File: src/rtl/obj_draw_ctrl.sv
// obj_draw_ctrl: accepts a "place object at (x,y)" request, erases the
// previously drawn box with the background colour, then draws the box at the
// new position. One registered pixel write per clock towards the VGA adapter.
module obj_draw_ctrl #(
    parameter int          OBJ_W     = 4,
    parameter int          OBJ_H     = 4,
    parameter int          SCREEN_W  = 160,
    parameter int          SCREEN_H  = 120,
    parameter logic [2:0]  BG_COLOUR = 3'd0
) (
    input  logic       clock,
    input  logic       resetn,
    input  logic       req,
    input  logic [7:0] req_x,
    input  logic [6:0] req_y,
    input  logic [2:0] req_colour,
    input  logic       req_erase_only,
    output logic       ack,
    output logic       busy,
    output logic       done,
    output logic       plot,
    output logic [7:0] x,
    output logic [6:0] y,
    output logic [2:0] colour
);

    typedef enum logic [1:0] {IDLE, ERASE, DRAW, FINISH} state_t;

    // Last column/row index of the box; counters are 4 bits since the box is at most 16x16.
    localparam logic [3:0] COL_LAST = 4'(OBJ_W - 1);
    localparam logic [3:0] ROW_LAST = 4'(OBJ_H - 1);

    state_t     state_reg, state_next;
    logic [3:0] col_reg, row_reg;
    logic       pix_last;
    logic       in_phase;

    // Request latched at ack time
    logic [7:0] new_x_reg;
    logic [6:0] new_y_reg;
    logic [2:0] new_colour_reg;
    logic       erase_only_reg;

    // Position of the box currently on screen
    logic [7:0] old_x_reg;
    logic [6:0] old_y_reg;
    logic       drawn_valid_reg;

    // Registered pixel outputs
    logic       plot_reg;
    logic       done_reg;
    logic [7:0] x_reg;
    logic [6:0] y_reg;
    logic [2:0] colour_reg;

    // Unwrapped pixel coordinates, one bit wider than the screen bus so that
    // pixels running off the right/bottom edge are detected rather than wrapped.
    logic [7:0] base_x;
    logic [6:0] base_y;
    logic [8:0] sum_x;
    logic [7:0] sum_y;
    logic       pix_on;
    logic [2:0] phase_colour;

    assign in_phase = (state_reg == ERASE) || (state_reg == DRAW);
    assign pix_last = (col_reg == COL_LAST) && (row_reg == ROW_LAST);

    // Select base position and colour for the active phase and form the pixel address.
    always_comb begin
        base_x       = new_x_reg;
        base_y       = new_y_reg;
        phase_colour = new_colour_reg;
        if (state_reg == ERASE) begin
            base_x       = old_x_reg;
            base_y       = old_y_reg;
            phase_colour = BG_COLOUR;
        end
        sum_x  = {1'b0, base_x} + {5'b0, col_reg};
        sum_y  = {1'b0, base_y} + {4'b0, row_reg};
        pix_on = (sum_x < 9'(SCREEN_W)) && (sum_y < 8'(SCREEN_H));
    end

    // State register.
    always_ff @(posedge clock) begin
        if (!resetn) begin
            state_reg <= IDLE;
        end else begin
            state_reg <= state_next;
        end
    end

    // Next-state logic and the combinational ack handshake.
    always_comb begin
        state_next = state_reg;
        ack        = 1'b0;
        case (state_reg)
            IDLE: begin
                if (req && resetn) begin
                    ack = 1'b1;
                    if (drawn_valid_reg) begin
                        state_next = ERASE;
                    end else if (req_erase_only) begin
                        state_next = FINISH;
                    end else begin
                        state_next = DRAW;
                    end
                end
            end
            ERASE: begin
                if (pix_last) begin
                    state_next = erase_only_reg ? FINISH : DRAW;
                end
            end
            DRAW: begin
                if (pix_last) begin
                    state_next = FINISH;
                end
            end
            FINISH: begin
                state_next = IDLE;
            end
            default: begin
                state_next = IDLE;
            end
        endcase
    end

    // Raster counter: column fastest, restarts at every phase boundary.
    always_ff @(posedge clock) begin
        if (!resetn) begin
            col_reg <= '0;
            row_reg <= '0;
        end else if (in_phase) begin
            if (pix_last) begin
                col_reg <= '0;
                row_reg <= '0;
            end else if (col_reg == COL_LAST) begin
                col_reg <= '0;
                row_reg <= row_reg + 4'd1;
            end else begin
                col_reg <= col_reg + 4'd1;
            end
        end else begin
            col_reg <= '0;
            row_reg <= '0;
        end
    end

    // Capture the request when it is acknowledged.
    always_ff @(posedge clock) begin
        if (!resetn) begin
            new_x_reg      <= '0;
            new_y_reg      <= '0;
            new_colour_reg <= '0;
            erase_only_reg <= 1'b0;
        end else if (ack) begin
            new_x_reg      <= req_x;
            new_y_reg      <= req_y;
            new_colour_reg <= req_colour;
            erase_only_reg <= req_erase_only;
        end
    end

    // Remember what is on screen once the sequence completes.
    always_ff @(posedge clock) begin
        if (!resetn) begin
            old_x_reg       <= '0;
            old_y_reg       <= '0;
            drawn_valid_reg <= 1'b0;
        end else if (state_reg == FINISH) begin
            drawn_valid_reg <= !erase_only_reg;
            if (!erase_only_reg) begin
                old_x_reg <= new_x_reg;
                old_y_reg <= new_y_reg;
            end
        end
    end

    // Registered pixel stream; coordinates hold between phases.
    always_ff @(posedge clock) begin
        if (!resetn) begin
            plot_reg   <= 1'b0;
            done_reg   <= 1'b0;
            x_reg      <= '0;
            y_reg      <= '0;
            colour_reg <= '0;
        end else begin
            plot_reg <= in_phase && pix_on;
            done_reg <= (state_reg == FINISH);
            if (in_phase) begin
                x_reg      <= sum_x[7:0];
                y_reg      <= sum_y[6:0];
                colour_reg <= phase_colour;
            end
        end
    end

    assign busy   = (state_reg != IDLE);
    assign done   = done_reg;
    assign plot   = plot_reg;
    assign x      = x_reg;
    assign y      = y_reg;
    assign colour = colour_reg;

endmodule

File: config.mk
export PLATFORM = sky130hd
export DESIGN_NAME = obj_draw_ctrl
export DESIGN_NICKNAME = d
export VERILOG_FILES = /design/src/rtl/obj_draw_ctrl.sv
export SDC_FILE = /design/constraint.sdc
export NUM_CORES = 1
export LEC_CHECK = 0
export ABC_AREA = 1
export ABC_CLOCK_PERIOD_IN_PS = 4900
export CAP_MARGIN = 5
export CORE_UTILIZATION = 35
export CTS_BUF_LIST = sky130_fd_sc_hd__clkbuf_16
export DETAILED_ROUTE_END_ITERATION = 10
export MAX_ROUTING_LAYER = met4
export PLACE_DENSITY_LB_ADDON = 0.12
export SETUP_SLACK_MARGIN = 0.4
export SYNTH_ARGS = -nofsm -noshare
export SYNTH_HDL_FRONTEND = slang
export SYNTH_SLANG_ARGS = --single-unit
File: constraint.sdc
create_clock -name clock -period 4.9 [get_ports clock]
set_clock_uncertainty 0.15 [all_clocks]
set_input_delay 0.735 -clock clock [delete_from_list [all_inputs] [get_ports clock]]
set_output_delay 0.735 -clock clock [all_outputs]
set_load 0.005 [all_outputs]
* Word-level counts from Yosys, hierarchy flattened
Cells that the tools add are included.
** Storage, ports and cells
- Flip-flop bits (word level) :: 65
- Input port bits :: 22
- Logic and storage cells :: 56
** Operators by class
- Add/sub/neg operators :: 4
- Order comparisons :: 2
- Equal/unequal tests :: 8
- Mux-type cells :: 12
- Bitwise logic cells :: 3
- Reduce and logical (&&, ||, !) cells :: 12
** Operators by type and width (number)
- adder 8 x 4 -> 9 bit :: 1
- less-than comparator 9 x 8 -> 1 bit, second input constant :: 1
- adder 4 x 1 -> 4 bit, second input constant :: 2
- adder 7 x 4 -> 8 bit :: 1
- == test 4 x 2 -> 1 bit, second input constant :: 2
- less-than comparator 8 x 7 -> 1 bit, second input constant :: 1
- two-way mux 2 bit :: 4
- two-way mux 8 bit :: 1
- case mux 2 bit (4 select lines) :: 1
- two-way mux 7 bit :: 1
- inequality test 2 bit, second input constant :: 3
- == test 2 bit, second input constant :: 2
- logical AND 1 bit :: 4
- two-way mux 1 bit :: 4
- OR reduction 4 bit :: 1
- two-way mux 3 bit :: 1
- NOT 1 bit :: 3
- AND reduction 3 bit :: 1
- OR reduction 3 bit :: 1
- == test 2 x 1 -> 1 bit, second input constant :: 1
- logical NOT 2 bit :: 1
- AND reduction 2 bit :: 1
- nonzero test 2 bit :: 1
- logical NOT 1 bit :: 1
- logical OR 1 bit :: 1

* Logic depth before layout (Yosys ltp)
Gate-level depths: netlist of the first run.
- Depth in word-level cells :: 6
- Mapped depth :: 17
- Depth with buffers taken out :: 15

* Worst setup path before layout of the first run
No wires, ideal clock.
- Path type :: flip-flop to flip-flop
- From :: register state_reg[1]
- To :: register plot_reg (netlist: plot)
- Data arrival time :: 2.328 ns
- Data required time :: 4.637 ns
- Path slack :: 2.309 ns
- Cell stages (with the launch flop) :: 17
- Buffers on the path :: 2
- Period minus slack after synthesis :: 2.591 ns
- Cells stage by stage :: dfxtp_1 inv_1 ha_1 buf_2 clkbuf_1 nand2_1 o21ai_0 ha_1 fa_1 nand3_1 nand3_1 nand2_1 nand2_1 nor2_1 nand2_1 o21ai_1 nor2_1
** Between the ends
- Word-level cells in the longest chain between the ends :: 6
** Ends and longest elaborated chain
- start, declared :: RTL line 33 : state_t state_reg, state_next;
- start signal, assigned :: RTL line 88 : state_reg <= state_next;
- == test 2 x 1 -> 1 bit :: RTL line 65, 73
- two-way mux 8 bit or two-way mux 7 bit (tied branches) :: RTL line 73 : if (state_reg == ERASE) begin
- adder 8 x 4 -> 9 bit or adder 7 x 4 -> 8 bit (tied branches) :: RTL line 78, 79
- less-than comparator 9 x 8 -> 1 bit or less-than comparator 8 x 7 -> 1 bit (tied branches) :: RTL line 80 : pix_on = (sum_x < 9'(SCREEN_W)) && (sum_y < 8'(SCREEN_H));
- logical AND 1 bit :: RTL line 80
- logical AND 1 bit (*) :: RTL line 188 : plot_reg <= in_phase && pix_on;
- end signal, assigned :: RTL line 188
- end, declared :: RTL line 50 : logic plot_reg;
Mark *: on every way between the ends. The rest lies on a longest branch, timed or not.
A chain may end at the register's enable or synchronous reset.

* Worst setup path after layout of the first run
- From :: input resetn
- To :: output ack
** Between the ends
- Word-level cells in the longest chain between the ends :: 3
** Ends and longest elaborated chain
- start, declared :: RTL line 12 : input logic resetn,
- logical AND 1 bit :: RTL line 98 : if (req && resetn) begin
- two-way mux 1 bit :: RTL line 98
- two-way mux 1 bit :: RTL line 96 : case (state_reg)
- end, declared :: RTL line 18 : output logic ack,
Every way passes these cells.

==> flow_summary.json, run 1 <==
{
  "cts_tree": "done",
  "outcome": "finished clean",
  "busiest_layer": "met2",
  "drive_gt1_frac": 0.0605,
  "use_met2": 0.261,
  "core_sq_mm": 0.00834,
  "crit_fanout": 39,
  "dpl.cell_count": 556,
  "htreeDepth": 3,
  "hold-path-cell-count": 1,
  "finalSetupViolCount": 0,
  "hold_viol_final": 0,
  "firstDrtPassIters": 4,
  "met1_usage": 0.205,
  "critPathBufInv": 4,
  "fill_cells": 882,
  "num_rows": 33,
  "grt.met3_usage": 0.0263,
  "regToRegStartpoint": "state_reg[1]$_SDFFE_PN0P_",
  "critPathTopFamily": "buffers and inverters",
  "slew_headroom": 0.550,
  "drtIter0Drc": 64,
  "drt-total-wl_um": 6740,
  "root_buffer": "clkbuf_16",
  "synth_area_sq_mm": 0.00307,
  "clk_pin_slew_ns": 0.05,
  "gr-total-overflow": 0,
  "cap_viol_max_count": 0,
  "place_area_sq_mm": 0.00359,
  "synthCells": 422,
  "io_pins": 44,
  "io_buffers": 43,
  "crit_top_cell": "clkdlybuf4s50_1",
  "drv_slew": 0,
  "antenna_found_initial": 0,
  "cts.repair.resized": 0,
  "grt_pass1_wl_um": 11000,
  "drc_errors": 0,
  "startpoint": "resetn",
  "initial_utilization": 0.368,
  "worstPathArrival_ns": 2.55,
  "worst_pin_slew_ns": 0.675,
  "grt_pass1_vias": 2352,
  "period_share": 0.701,
  "die-area_sq_mm": 0.00915,
  "setup_tns_ns": 0,
  "numCtsBuffers": 9,
  "yosysWarnings": 0,
  "clock_path_buffers": 2,
  "syn-num-nets": 460,
  "rr_worst_depth": 15,
  "clkLatencyLatePin_ns": 0.32,
  "hpwl_um": 4710,
  "min_from": "col_reg[0]$_SDFF_PP0_",
  "layout.cells.non_filler": 568,
  "die_y_um": 95.7,
  "grt_max_degree": 40,
  "syn_to_final_growth_pct": 24.5,
  "hold_path_class": "reg -> reg",
  "drtAntennaViolNets": 0,
  "fmax_mhz": 291,
  "antenna_cells": 0,
  "postCtsSetupRepairBufs": 0,
  "vias": 2674,
  "vdd_drop_max_v": 0.000187,
  "utilization": 0.458,
  "fin_area_sq_mm": 0.00382,
  "rsz0062_at_grt": "false",
  "yosysUniqueCellTypes": 26,
  "holdBufCountCts": 0,
  "min_period_ns": 3.43,
  "gp_congestion": 0.822,
  "power_density_mw_per_mm2": 476,
  "ys_seq_area_frac": 0.424,
  "wl_per_cell_um": 11.9,
  "track_usage": 0.164,
  "endpoint_kind": "output port",
  "cp-start-kind": "primary input",
  "crit_cells": 5,
  "ys_seq_elements": 65,
  "crit_type": "in -> out",
  "slowest_delay_ns": 0.57,
  "crit_slowest_cell": "clkdlybuf4s50_1",
  "final_nets": 500,
  "synth_area_per_cell_sq_um": 7.28,
  "path_cells": "clkdlybuf4s50_1 > inv_2 > nor3_4 > buf_4 > clkdlybuf4s50_1",
  "die_width_um": 95.7,
  "clock_sinks": 65,
  "routed_via_density": 4.71,
  "leakagePower_nw": 1.65,
  "worstPathRequired_ns": 4.01,
  "fin_hold_ws_ns": 0.318
}
[final timing paths]
| path | endpoint | slack [ns] |
|---|---|---|
| max | ack | 1.47 |
| min | col_reg[0]$_SDFF_PP0_ | 0.32 |
| max reg2reg | plot$_SDFF_PN0_ | 2.17 |
| min reg2reg | col_reg[0]$_SDFF_PP0_ | 0.32 |
[per-stage QoR]
| stage | worst slack [ns] | power (W) |
|---|---|---|
| finish | 1.47 | 0.00182 |
| global route | 1.36 | 0.00196 |
| CTS | 1.45 | 0.00184 |
| detailed placement | 1.46 | 0.00130 |
| global placement | 1.45 | 0.00130 |
| floorplan | 2.31 | 0.00109 |
[per-layer routing]
layer / wire length (um) / share of wire
met3: 222 / 0.033
met1: 3420 / 0.51
met4: 102 / 0.015
met2: 2990 / 0.44
met5: 0 / 0
[cells by family (layout without fill, tap and decap cells)]
| family | after synthesis | in the layout | synth area share |
|---|---|---|---|
| AND/OR/NAND/NOR | 163 | 163 | 0.218 |
| AO/OA/AOI/OAI | 105 | 105 | 0.188 |
| buffers and inverters | 69 | 110 | 0.0892 |
| flip-flops | 65 | 65 | 0.424 |
| adder cells (fa/ha/maj) | 16 | 16 | 0.0701 |
| XOR/XNOR | 4 | 4 | 0.0114 |
[power breakdown]
part	internal (W)	switching [W]
logic	0.000247	0.000373
registers	0.000626	0.0000439
clock network	0.000325	0.000205
[cells in the mapped netlist, drive strengths merged]
library cell / n / area [sq um]
o21ai: 54 / 278
o211ai: 1 / 7.51
nor2: 40 / 150
dfxtp: 65 / 1300
xor2: 4 / 35.0
nand3: 20 / 100
clkbuf: 12 / 45.0
fa: 2 / 40.0
nand2: 94 / 358
buf: 6 / 37.5
nand4: 4 / 25.0
ha: 14 / 175
inv: 51 / 191
o31ai: 15 / 113
a31oi: 1 / 6.26
o21a: 1 / 7.51
or2: 4 / 25.0
nor3: 1 / 10.0
a21oi: 33 / 165
[cell type report]
| class | instances | area, sq um | area share |
|---|---|---|---|
| multi-input combinational | 288 | 1500 | 0.393 |
| inverter | 51 | 191 | 0.0501 |
| clock buffer | 9 | 225 | 0.0589 |
| sequential | 65 | 1300 | 0.340 |
| clock inverter | 3 | 12.5 | 0.00327 |
| timing repair buffer | 47 | 460 | 0.120 |
| tap | 105 | 131 | 0.0344 |
[cells in the final DEF, fill, tap and decap left out, types with 4 or more instances in the layout]
master           netlist  routed
ha_1                  14      14
o31ai_1               15      15
o21ai_0               50      50
clkbuf_16              0       9
inv_1                 46      46
nand3_1               20      20
nand4_1                4       4
dfxtp_1               65      65
inv_2                  5       5
nor2_1                40      40
nand2_1               92      92
or2_2                  4       4
buf_4                  1       4
a21oi_1               33      33
xor2_1                 4       4
clkdlybuf4s50_1        0      43
Power figures use the tool's default switching activity.
==> run 2: changes to the inputs <==
Settings changed: ABC_CLOCK_PERIOD_IN_PS 4900 to 3400.
Clock period 4.9 ns to 3.4 ns, I/O delays scaled along.
==> run 2 against run 1 <==
- setup slack worse by 0.67 ns
- power up 50%
- non-clock buffer count up 3
- final area up 1.6%
- global-route usage up 0.73 points
- count of clock-buffer cells in the layout unchanged
- register-to-register slack worse by 1.4 ns
- critical endpoint is now x[7]$_SDFFE_PN0N_
==> flow_summary.json, run 2 (synthesized netlist as in run 1, its figures left out) <==
{
  "hold-path-cell-count": 2,
  "num_rows": 33,
  "crit_fanout": 12,
  "antenna_found_initial": 0,
  "leakagePower_nw": 1.69,
  "rsz0062_at_grt": "false",
  "final_common_cell": "nand2_1",
  "clk_pin_slew_ns": 0.05,
  "die_width_um": 95.7,
  "worst_pin_slew_ns": 0.476,
  "clkLatencyLatePin_ns": 0.32,
  "min_from": "new_colour_reg[1]$_SDFFE_PN0P_",
  "drv_slew": 0,
  "htreeDepth": 3,
  "syn_to_final_growth_pct": 26.5,
  "finalSetupViolCount": 0,
  "drc_errors": 0,
  "regArea_sq_mm": 0.00130,
  "layout.cells.non_filler": 574,
  "track_usage": 0.171,
  "grt_max_degree": 39,
  "worstPathRequired_ns": 3.47,
  "die-area_sq_mm": 0.00915,
  "io_buffers": 43,
  "grt.met3_usage": 0.0343,
  "busiest_layer": "met2",
  "grt_pass1_wl_um": 11600,
  "hold_viol_final": 0,
  "cts_tree": "done",
  "power_density_mw_per_mm2": 704,
  "firstDrtPassIters": 4,
  "cap_viol_max_count": 0,
  "crit_slowest_cell": "o21ai_0",
  "fmax_mhz": 384,
  "drtIter0Drc": 80,
  "worstPathArrival_ns": 2.68,
  "final_nets": 503,
  "setup_tns_ns": 0,
  "drive_gt1_frac": 0.0704,
  "dpl.cell_count": 559,
  "cts.repair.resized": 0,
  "mostFrequentLayoutCells": "nand2_1 (92), dfxtp_1 (65), o21ai_0 (50), inv_1 (47), clkdlybuf4s50_1 (43)",
  "met1_usage": 0.223,
  "min_period_ns": 2.60,
  "cp-start-kind": "flop",
  "rr_worst_depth": 15,
  "drt-total-wl_um": 6950,
  "r2r-end": "x[7]$_SDFFE_PN0N_",
  "endpoint_kind": "flop",
  "multiInputGateArea_sq_mm": 0.00150,
  "fill_cells": 844,
  "hold_path_class": "reg -> reg",
  "vias": 2753,
  "path_cells": "inv_1 > ha_1 > buf_4 > o21ai_0 > ha_1 > nand3_1 > nand2_1 > nand2_1 > nand2_1 > nand2_1 > nand2_1 > nand2_1 > nand2_1 > nand2_1 > inv_1",
  "use_met2": 0.258,
  "slowest_delay_ns": 0.41,
  "hpwl_um": 5090,
  "rrSetupSlack_ns": 0.80,
  "drtAntennaViolNets": 0,
  "clock_sinks": 65,
  "crit_top_cell": "nand2_1",
  "period_share": 0.766,
  "outcome": "finished clean",
  "crit_type": "reg -> reg",
  "routed_via_density": 4.80,
  "wl_per_cell_um": 12.1,
  "postCtsSetupRepairBufs": 0,
  "root_buffer": "clkbuf_16",
  "gr-total-overflow": 0,
  "grt_pass1_vias": 2517,
  "io_pins": 44,
  "antenna_cells": 0,
  "numCtsBuffers": 9,
  "hold_end": "new_colour_reg[1]$_SDFFE_PN0P_",
  "holdBufCountCts": 0,
  "slew_headroom": 0.679,
  "clock_path_buffers": 2,
  "core_sq_mm": 0.00834,
  "die_y_um": 95.7,
  "gp_congestion": 0.810,
  "initial_utilization": 0.368,
  "vdd_drop_max_v": 0.000298,
  "regToRegStartpoint": "state_reg[1]$_SDFFE_PN0P_"
}
run 2: cell types whose count changed in the layout (fill, tap and decap cells not counted):
cell / before / now
inv_1: 46 / 47
buf_4: 4 / 7
clkinv_2: 1 / 2
bufinv_16: 0 / 1
run 2: how the worst max path moves through the flow:
stage,start,endpoint,slack (ns),cells past startpoint
2_1_floorplan,state_reg[1]$_SDFFE_PN0P_,plot$_SDFF_PN0_,0.81,16
3_3_place_gp,state_reg[1]$_SDFFE_PN0P_,plot$_SDFF_PN0_,0.87,14
3_5_place_dp,state_reg[1]$_SDFFE_PN0P_,x[7]$_SDFFE_PN0N_,0.77,15
4_1_cts,state_reg[1]$_SDFFE_PN0P_,x[7]$_SDFFE_PN0N_,0.77,15
5_1_grt,state_reg[1]$_SDFFE_PN0P_,x[7]$_SDFFE_PN0N_,0.47,15
6_report,state_reg[1]$_SDFFE_PN0P_,x[7]$_SDFFE_PN0N_,0.80,15
run 2: cell type report:
class	instances	area share
tap	105	0.0338
sequential	65	0.335
timing repair buffer	50	0.124
multi-input combinational	288	0.386
clock inverter	6	0.0132
inverter	51	0.0493
clock buffer	9	0.0580
run 2: metrics by stage:
stage	power, W	hold slack (ns)	cell area, sq um	util	setup slack [ns]
final	0.00274	0.324	3880	0.466	0.796
after global routing	0.00295	0.353	3880	0.466	0.471
after CTS	0.00278	0.327	3880	0.466	0.766
after detailed placement	0.00190	0.318	3610	0.433	0.772
after global placement	0.00189	0.310	3610	0.433	0.872
after floorplan	0.00157	0.283	3070	-	0.809
run 2: power breakdown:
part           switching, W  internal (W)  total, W  leakage (nW)
Sequential        0.0000654      0.000902  0.000968         0.531
Combinational      0.000542      0.000369  0.000910          1.01
Clock              0.000306      0.000552  0.000857         0.141
run 2: critical path, delay by kind of cell, from the launching register on:
family	cells	cell delay [ns]
adder cells (fa/ha/maj)	2	0.63
flip-flops	1	0.37
AO/OA/AOI/OAI	1	0.41
buffers and inverters	3	0.32
AND/OR/NAND/NOR	9	0.62
run 2: layer usage:
| layer | part of all wire | vias up | wire (um) |
|---|---|---|---|
| met5 | 0 | - | 0 |
| met4 | 0.020 | 0 | 136 |
| met3 | 0.049 | 12 | 339 |
| met2 | 0.43 | 59 | 2960 |
| met1 | 0.51 | 1225 | 3520 |
| li1 | - | 1457 | - |
